File: config.mk
export PLATFORM = sky130hd
export DESIGN_NAME = bcd_conv_sched
export DESIGN_NICKNAME = d
export VERILOG_FILES = /design/src/rtl/bcd_conv_sched.sv
export SDC_FILE = /design/constraint.sdc
export NUM_CORES = 1
export LEC_CHECK = 0
export CORE_MARGIN = 2
export CORE_UTILIZATION = 25
export CTS_CLUSTER_SIZE = 16
export DETAILED_ROUTE_END_ITERATION = 6
export GPL_TIMING_DRIVEN = 0
export PLACE_DENSITY = 0.53
export SLEW_MARGIN = 20
export SYNTH_ARGS = -nofsm -noshare
export SYNTH_HDL_FRONTEND = slang
export SYNTH_SLANG_ARGS = --single-unit
export TNS_END_PERCENT = 50
File: constraint.sdc
create_clock -name clk -period 7.52 [get_ports clk]
set_input_delay 1.128 -clock clk [delete_from_list [all_inputs] [get_ports clk]]
set_output_delay 1.128 -clock clk [all_outputs]
set_load 0.005 [all_outputs]
File: src/rtl/bcd_conv_sched.sv
// rtl/bcd_conv_sched.sv - round-robin scheduler time-sharing one fixed-latency bin-to-BCD converter
module bcd_conv_sched #(
    parameter int N        = 3,
    parameter int CONV_LAT = 10,
    parameter int MAXV     = 99
) (
    input  logic           clk,
    input  logic           rst_n,
    input  logic [N-1:0]   req,
    input  logic [8*N-1:0] req_bin,
    output logic           conv_vld,
    output logic [7:0]     conv_bin,
    input  logic [7:0]     conv_bcd,
    output logic [8*N-1:0] bcd_all,
    output logic [N-1:0]   res_vld,
    output logic [N-1:0]   ovf,
    output logic           busy
);
    localparam int PW = (N > 1) ? $clog2(N) : 1;
    localparam int CW = $clog2(CONV_LAT + 1);
    localparam logic [7:0] MAXV8 = 8'(MAXV);

    typedef enum logic [1:0] {IDLE, ISSUE, WAIT, CAPTURE} state_t;

    state_t        state_q;
    logic [N-1:0]  pend_q, clamp_q, res_vld_q, ovf_q;
    logic [7:0]    hold_q [N];
    logic [7:0]    bcd_q  [N];
    logic [7:0]    req_v  [N];
    logic [PW-1:0] ptr_q, sel_q;
    logic [CW-1:0] cnt_q;
    logic          sel_clamp_q, conv_vld_q;
    logic [7:0]    conv_bin_q;

    logic          found_d, clamp_d;
    logic [PW-1:0] sel_d, cand;
    logic [7:0]    val_d;

    for (genvar g = 0; g < N; g++) begin : g_ch
        assign req_v[g]             = req_bin[8*g +: 8];
        assign bcd_all[8*g +: 8]    = bcd_q[g];
    end

    always_comb begin
        found_d = 1'b0;
        sel_d   = '0;
        cand    = '0;
        for (int k = 0; k < N; k++) begin
            cand = PW'((int'(ptr_q) + k) % N);
            if (!found_d && pend_q[cand]) begin
                found_d = 1'b1;
                sel_d   = cand;
            end
        end
        // A re-request landing in the grant cycle is forwarded so the issued value is the newest
        if (req[sel_d]) begin
            val_d   = req_v[sel_d];
            clamp_d = req_v[sel_d] > MAXV8;
        end else begin
            val_d   = hold_q[sel_d];
            clamp_d = clamp_q[sel_d];
        end
    end

    always_ff @(posedge clk) begin
        if (!rst_n) begin
            state_q     <= IDLE;
            pend_q      <= '0;
            clamp_q     <= '0;
            ptr_q       <= '0;
            sel_q       <= '0;
            cnt_q       <= '0;
            sel_clamp_q <= 1'b0;
            conv_vld_q  <= 1'b0;
            conv_bin_q  <= '0;
            res_vld_q   <= '0;
            ovf_q       <= '0;
            for (int i = 0; i < N; i++) begin
                hold_q[i] <= '0;
                bcd_q[i]  <= '0;
            end
        end else begin
            conv_vld_q <= 1'b0;
            res_vld_q  <= '0;
            ovf_q      <= '0;
            for (int i = 0; i < N; i++) begin
                if (req[i]) begin
                    hold_q[i]  <= req_v[i];
                    clamp_q[i] <= req_v[i] > MAXV8;
                    pend_q[i]  <= 1'b1;
                end
            end
            case (state_q)
                IDLE: begin
                    if (found_d) begin
                        sel_q       <= sel_d;
                        sel_clamp_q <= clamp_d;
                        conv_vld_q  <= 1'b1;
                        conv_bin_q  <= clamp_d ? MAXV8 : val_d;
                        state_q     <= ISSUE;
                    end
                end
                ISSUE: begin
                    if (!req[sel_q]) pend_q[sel_q] <= 1'b0;
                    ptr_q   <= (sel_q == PW'(N - 1)) ? '0 : sel_q + 1'b1;
                    cnt_q   <= CW'(CONV_LAT - 1);
                    state_q <= (CONV_LAT > 1) ? WAIT : CAPTURE;
                end
                WAIT: begin
                    cnt_q <= cnt_q - 1'b1;
                    if (cnt_q <= CW'(1)) state_q <= CAPTURE;
                end
                CAPTURE: begin
                    bcd_q[sel_q]     <= conv_bcd;
                    res_vld_q[sel_q] <= 1'b1;
                    ovf_q[sel_q]     <= sel_clamp_q;
                    state_q          <= IDLE;
                end
                default: state_q <= IDLE;
            endcase
        end
    end

    assign conv_vld = conv_vld_q;
    assign conv_bin = conv_bin_q;
    assign res_vld  = res_vld_q;
    assign ovf      = ovf_q;
    assign busy     = (state_q != IDLE);
endmodule
==> flow_results.org, run 1 <==
** Outcome
- Status :: complete, no violations

** Clock tree
- The H-tree generated during clock tree synthesis spans 3 levels.
- CTS tree :: done
- Clock latency on the worst-skew pair, taken at its later pin, is about 0.34 ns.
- Clock root cell :: sky130_fd_sc_hd__clkbuf_16
- The clock drives 80 sinks.
- After clock tree synthesis, the setup repair step added 0 buffers.
- The number of gates resized after CTS was 0.
- CTS clock-pin slew for the worst setup and hold paths :: approximately 0.06 ns
- Maximum clock path buffer count :: 2
- Count of hold-fix buffers inserted at cts :: 0
- CTS Buf Count :: 9

** Timing
- After routing, the total negative slack on setup checks comes to 0 ns.
- Worst hold slack across all endpoints :: approximately 0.49 ns
- Clock tree skew after final layout :: just under 0.009 ns
- Slew @ Worst Pin :: around 0.74 ns
- Final setup vio count :: 0
- In the finished design, the share of the clock period the worst path needs comes to roughly 44%.
- Rel. slew slack :: 50.2%
- Final min period :: roughly 3.3 ns
- Setup repair after global routing missed its margin :: false
- Final count of pins violating max slew :: 0
- The final hold violation count was 0.
- Derived from the worst setup path, the maximum achievable clock frequency is approximately 300 MHz.

** Synthesis
- Synth unique cells :: 60
- Counting flops with a built-in enable in the synthesized netlist gives 48.
- Post-Synthesis Net Count :: 436
- Share of async-settable or async-resettable flops after synthesis :: 0%
- After synthesis, the cell types taking the most area are sky130_fd_sc_hd__edfxtp_1, sky130_fd_sc_hd__dfxtp_1, sky130_fd_sc_hd__and2_1, sky130_fd_sc_hd__mux2i_1, sky130_fd_sc_hd__ha_1.
- Yosys warnings :: 0
- Summed over all instances, the cell type with the most area after synthesis is sky130_fd_sc_hd__edfxtp_1.
- Top cell type's share of synthesized area :: 34.7%
- Cell area after synthesis :: slightly above 0.004 mm²
- Post-synthesis register bit count :: 80
- Proportion of synthesized chip area in sequential cells :: around half
- Cells after synthesis :: 389
- Syn avg cell area :: around 11 µm²
- Commonest register cell after synthesis :: sky130_fd_sc_hd__edfxtp_1

** Critical path
- Setup slack of the worst register-to-register path :: 4.27 ns
- On the worst path, the slowest cell contributes a delay of 0.57 ns.
- Together, buffers and inverters on the worst path number 2.
- The worst register-to-register path begins at ptr_q[0].
- Cell Chain, Critical Path :: clkdlybuf4s50_1, inv_1, a211oi_1, a31o_4, a311oi_4, mux2i_4, nand3_2, o211ai_4, o221a_1
- The endpoint identified for the worst register-to-register timing path is conv_bin[1].
- Critical path fanouts, max :: 10
- Family with the most delay on the worst path :: compound AO/OA/AOI/OAI gates
- Startpoint Class :: primary input
- The worst setup path is captured at a flop.
- Data required time of the worst path :: about 7.8 ns
- Measured in cells, the most critical reg-to-reg path has a length of 11.
- The worst setup path is of the primary input to flop kind.
- For the worst setup path, the data arrival time is around 3.5 ns.
- The slowest stage of the critical path is the sky130_fd_sc_hd__a311oi_4 cell.

** GRT
- Entering global routing, the biggest net connects 14 pins.
- The via count of the first global-routing pass came to between 3,000 and 4,000.
- Aggregate global routing overflow :: 0
- Tot GR Track Use :: 13.3%
- The number of antenna violations at the first check in global routing came to 0.
- Global-route wire length before repair :: roughly 18 mm

** Drt
- Remaining design rule violation count :: 0
- First-iteration detailed-routing DRC count :: 233
- Via count normalized by instance count :: about 4.6
- Dividing the detail-routed wire length by the instance count gives between 15 and 20 µm.
- For this block, the routed nets add up to around 11 mm of wire.
- Once detail routing completed, the nets flagged for antenna violations numbered 0.
- The first detailed-routing pass ran for 4 iterations.
- Count of vias placed by the detailed router :: between 3,000 and 4,000

** Hold path
- For hold timing, the worst endpoint is conv_bin[4].
- Worst Hold Depth :: 2
- The worst hold path begins at conv_bin[4].
- The path class of the tightest hold or removal check is flop to flop.

** Power
- The internal power of the cells totals roughly 1.1 mW.
- VDD sags by at most roughly 98 µV.
- Leak Pwr :: slightly above 2 nW
- Pwr dens :: between 300 and 400 mW/mm²
- Net switching power :: 601 µW
- The clock network burns between 20% and 30% of the power.
- Of the total power, the share spent switching nets is between 30% and 40%.
- Of the total power, combinational logic draws 40.0%.
- Of the total power, registers draw 33.4%.

** Layout
- Leaving out fill and tap cells, the most frequent cell in the layout is sky130_fd_sc_hd__clkdlybuf4s50_1.
- Area Growth Syn to Fin :: 32.4%
- The sequential cells in the finished layout cover a total of between 0.002 and 0.0025 mm².
- Post-layout net count :: ~520
- The repair_antennas step left the layout with diodes totalling 0.
- Final core occ :: ~34%
- Cells with a size suffix above 1 make up 9.77% of the layout.
- Commonest non-fill, non-tap cells in the layout :: sky130_fd_sc_hd__clkdlybuf4s50_1, sky130_fd_sc_hd__and2_1, sky130_fd_sc_hd__edfxtp_1
- Filler Cells Inserted :: approximately 1,600
- Area occupied by multi-input gates :: between 0.0015 and 0.002 mm²
- The finished layout holds roughly 700 standard cells, fillers aside.

** Floorplan
- During I/O placement, the number of pins put on the boundary was 77.
- The floorplan has 47 rows.
- The die is about 130 µm tall.
- Initial Utilization :: roughly 25%
- Core Footprint :: roughly 0.016 mm²
- Die footprint :: 0.0177 mm²
- The die is about 130 µm wide.

** Place
- The congestion estimate from routability-driven global placement came to between 0.8 and 0.9.
- Number of buffers inserted by port buffering :: between 70 and 80
- After detailed placement, the design holds a cell count of between 600 and 700.
- Once detailed placement completed, the half-perimeter wirelength came to ~8.7 mm.

** Run
- The tool flagged a number of max-cap violations equal to 0.
[logic make-up after synthesis]
| group | after synthesis | synth area share (%) |
|---|---|---|
| AND/OR/NAND/NOR | 145 | 19.2 |
| AO/OA/AOI/OAI | 95 | 17.6 |
| flip-flops | 80 | 50.2 |
| buffers and inverters | 37 | 4.25 |
| multiplexers | 22 | 5.79 |
| adder cells (fa/ha/maj) | 10 | 3.01 |
[area by class of cell]
class | count | area share, %
inverter | 18 | 1.23
clock buffer | 10 | 4.16
buffer | 19 | 1.98
timing repair buffer | 76 | 13.8
tap | 220 | 5.01
sequential | 80 | 37.9
multi-input combinational | 272 | 34.4
clock inverter | 6 | 1.48
[cell usage after synthesis (all sizes together), types with 2 or more instances]
master   n
and2    49
edfxtp  48
dfxtp   32
nor2    28
nand2   23
a21oi   21
inv     18
mux2i   16
o21ai   16
a31oi   14
a211oi  12
clkbuf  10
ha      10
buf      9
nand2b   9
nand3    9
nor3     8
nand3b   7
mux2     6
o211ai   5
nor3b    3
o21a     3
o221a    3
or3      3
a211o    2
a22oi    2
and3b    2
o22a     2
o22ai    2
o31ai    2
[flip-flops by register name (all words and copies together) (netlist names)]
signal	flops
bcd_q	24
clamp_q	3
cnt_q	4
conv_bin	8
conv_vld	1
hold_q	24
ovf	3
pend_q	3
ptr_q	2
res_vld	3
sel_clamp_q	1
sel_q	2
state_q	2
[worst max-delay path by stage]
stage          depth (start not counted)      from     endpoint
3_5_place_dp                           9    req[0]  conv_bin[1]
5_1_grt                               11  ptr_q[0]  conv_bin[4]
2_1_floorplan                         11  ptr_q[0]  conv_bin[0]
6_report                               9    req[0]  conv_bin[1]
4_1_cts                                9    req[0]  conv_bin[1]
3_3_place_gp                           9    req[0]  conv_bin[0]
[worst register-to-register path: cells and delay by family (launching register included)]
family	cells	cell delay, ns
AOI/OAI and AO/OA	5	1.53
DFF	1	0.39
and+or+nand+nor	2	0.34
adders and majority gates	1	0.33
muxes	1	0.28
buffers and inverters	2	0.27
[metrics by stage]
step | area, µm² | total power [mW] | worst slack (ns)
2_1_floorplan | 4150 | 1.03 | 4.83
4_1_cts | 5500 | 1.73 | 4.23
6_report | 5500 | 1.72 | 4.21
3_3_place_gp | 5190 | 1.25 | 3.88
5_1_grt | 5500 | 1.81 | 3.99
3_5_place_dp | 5190 | 1.27 | 3.88
[routing by layer]
layer	vias to the layer above	track usage, %	wire length, µm
met4	0	5.62	194
met1	1572	16.9	5190
met2	74	22.7	5610
li1	1592	-	-
met5	-	0	0
met3	13	1.65	372
[power by group through the flow]
| stage | Combinational, mW | Sequential (mW) | Clock, mW |
|---|---|---|---|
| floorplan | 0.460 | 0.574 | 0 |
| global placement | 0.672 | 0.580 | 0 |
| detailed placement | 0.683 | 0.583 | 0 |
| CTS | 0.687 | 0.574 | 0.467 |
| global route | 0.751 | 0.582 | 0.481 |
| finish | 0.686 | 0.573 | 0.458 |
Note: power is estimated with default switching activity, not from simulation.
==> inputs of run 2 (changes only) <==
- clock period: 7.52 -> 3.1 ns (I/O delays scaled with it)
==> flow_results.org, run 2 (synthesis gave the netlist of run 1 again) <==
** Outcome
- Status :: complete, no violations (unchanged)

** Place
- Pre-CTS worst setup slack :: -0.154 ns (was 3.88 ns)
- Number of placed instances, taps included :: 685 (unchanged)
- Number of buffers inserted by port buffering :: 76 (unchanged)
- Post-DP HPWL :: 8.69 mm (unchanged)
- GPL Wtd Cong :: 0.843 (unchanged)

** Floorplan
- Die Wd :: 133 µm (unchanged)
- The starting utilization of the core area was 25.3% (unchanged).
- The row count was 47 (unchanged).
- Chip Height :: 133 µm (unchanged)
- The number of primary I/O pins is 77 (unchanged).
- The core region area was 0.0164 mm² (unchanged).
- The die outline area came to 0.0177 mm² (unchanged).

** Power
- Total Power :: 4.36 mW (was 1.72 mW)
- Leak Pwr :: 2.09 nW (was 2.02 nW)
- Maximum vdd ir drop :: 279 µV (was 98.2 µV)
- Pwr dens :: 772 mW/mm² (was 312 mW/mm²)

** Critical path
- The capture point of the critical path was conv_bin[1] (unchanged).
- Element type at the critical path end :: flop (unchanged)
- The data required time at the worst endpoint was 3.38 ns (was 7.75 ns).
- The startpoint of the most critical setup path is ptr_q[0] (was req[0]).
- The worst-case register-to-register setup slack is 0.15 ns (was 4.27 ns).
- Critical path fanouts, max :: 10 (unchanged)
- The critical path class is flop to flop (was primary input to flop).
- The reg-to-reg critical path endpoint is conv_bin[1] (unchanged).
- The critical path startpoint category was a flop (was primary input).
- Beginning of the worst register-to-register path :: ptr_q[0] (unchanged)
- Data arrival time of the critical path :: 3.23 ns (was 3.53 ns)
- The number of cells on the worst reg-to-reg path was 12 (was 11).

** Layout
- Commonest non-fill, non-tap cells in the layout: sky130_fd_sc_hd__clkdlybuf4s50_1, sky130_fd_sc_hd__and2_1, sky130_fd_sc_hd__edfxtp_1 (unchanged).
- The number of fill cells in the layout was 1,625 (was 1,637).
- The share of layout cells above drive strength 1 came to 13.4% (was 9.77%).
- The final core utilization came to 34.4% (was 33.5%).
- The area overhead of the layout relative to synthesis was 36.0% (was 32.4%).
- The number of antenna diodes came to 0 (unchanged).
- The most common cell after layout, fill and taps aside was sky130_fd_sc_hd__clkdlybuf4s50_1 (unchanged).
- The filler-free cell count of the finished design was 714 (was 701).
- Post-layout net count :: 536 (was 523)

** Clock tree
- The clock tree buffer depth was 2 (unchanged).
- The hold buffer count at cts was 0 (unchanged).
- Clock sink count :: 80 (unchanged)
- CTS Buf Count :: 9 (unchanged)
- CTS tree :: done (unchanged)
- H-tree levels :: 3 (unchanged)
- Clock latency reported for the late side of the worst-skew pair :: 0.34 ns (about the same)
- Clock root cell :: sky130_fd_sc_hd__clkbuf_16 (unchanged)
- The clock edge transition at the registers on the reported setup and hold paths was 0.06 ns (about the same).

** Timing
- Number of failing hold endpoints at the final stage :: 0 (unchanged)
- Achievable clock frequency :: about 340 MHz
- The total negative slack for setup checks was 0 ns (unchanged).
- Final setup vio count :: 0 (unchanged)
- Final min period :: around 2.9 ns
- Crit share post-route :: ~95%
- Least setup slack across all paths after layout :: 0.155 ns (was 4.21 ns)
- Rel. slew slack :: 50.3% (was 50.2%)
- Setup repair after global routing missed its margin: false (unchanged).
- The final setup skew was 0.00700 ns (was 0.00875 ns).
- The measured slew at the worst slew-check pin came to 0.743 ns (was 0.744 ns).
- Final count of pins violating max slew :: 0 (unchanged)

** Drt
- First-iteration detailed-routing DRC count :: 261 (was 233)
- Count of vias placed by the detailed router :: 3,311 (was 3,251)
- Remaining design rule violation count :: 0 (unchanged)
- Antenna Nets Post-Route :: 0 (unchanged)
- The ratio of routed vias to standard cells came to 4.64 (about the same).
- The wire length per cell was 16.1 µm (was 16.2 µm).
- Total Wirelength :: 11.5 mm (was 11.4 mm)
- The count of TritonRoute iterations in the first routing pass is 5 (was 4).

** GRT
- The maximum number of pins on one net before global-route repair came to 14 (unchanged).
- The global-route usage over all layers is 13.3% (about the same).
- Initial antenna violation count :: 0 (unchanged)
- Aggregate global routing overflow :: 0 (unchanged)
- The via count of the first global-routing pass is 3,361 (was 3,350).
- Global-route wire length before repair :: 18.3 mm (was 18.2 mm)

** Hold path
- The path category of the worst min-delay check is flop to flop (unchanged).

** Run
- The max-cap check violation count is 0 (unchanged).
## run 2: cell count changes in the layout (fill, tap and decap cells not counted), sizes merged
cell / change
clkbuf: +3
buf: +10
## run 2: area by class of cell
type / instances / area (µm²) / share of cell area (%)
clock inverters: 6 / 81.3 / 1.44
well taps: 220 / 275 / 4.87
repair buffers: 89 / 858 / 15.2
multi-input cells: 272 / 1940 / 34.3
inverters: 18 / 67.6 / 1.20
flip-flops and latches: 80 / 2080 / 36.9
plain buffers: 19 / 116 / 2.06
clock buffers: 10 / 229 / 4.05
## run 2: worst min-delay path by stage
stage / end / cells after the start / from
2_1_floorplan: ovf[0] / 1 / sel_clamp_q
6_report: conv_bin[4] / 2 / conv_bin[4]
3_3_place_gp: conv_bin[4] / 2 / conv_bin[4]
3_5_place_dp: conv_bin[3] / 2 / conv_bin[3]
5_1_grt: ptr_q[0] / 2 / ptr_q[0]
4_1_cts: conv_bin[3] / 2 / conv_bin[3]
## run 2: per-layer routing
metal	global-route usage, %	part of all wire (%)
met1	16.9	45
met3	1.65	3.8
met5	0	0
met2	22.9	49
met4	5.62	1.9
## run 2: worst max-delay path, cell delays in order (launching register included)
cell and delay [ns]:
sky130_fd_sc_hd__dfxtp_2 0.36, sky130_fd_sc_hd__inv_1 0.07, sky130_fd_sc_hd__ha_1 0.33, sky130_fd_sc_hd__buf_4 0.19, sky130_fd_sc_hd__and3b_1 0.19, sky130_fd_sc_hd__o21a_1 0.25, sky130_fd_sc_hd__a211oi_2 0.27, sky130_fd_sc_hd__a311oi_4 0.05
sky130_fd_sc_hd__buf_4 0.19, sky130_fd_sc_hd__mux2i_4 0.28, sky130_fd_sc_hd__nand3_2 0.15, sky130_fd_sc_hd__o211ai_4 0.32, sky130_fd_sc_hd__o221a_1 0.23
## run 2: timing repair
item,in CTS,in global routing
resized for setup,1,13
endpoints found under the setup margin,9,9
buffers inserted,4,9
pin swaps,3,5
endpoints found under the hold margin,0,0
## run 2: report_power, final
| part | internal, mW | leakage (nW) | total, mW | switching [mW] |
|---|---|---|---|---|
| clock network | 0.701 | 0.152 | 1.11 | 0.413 |
| registers | 1.29 | 0.767 | 1.39 | 0.106 |
| logic | 0.857 | 1.17 | 1.85 | 0.994 |
## run 2: per-stage QoR
stage / hold WS, ns / instance area (µm²)
floorplan: 0.459 / 4150
global placement: 0.473 / 5190
detailed placement: 0.483 / 5190
CTS: 0.491 / 5540
global route: 0.518 / 5650
finish: 0.488 / 5650
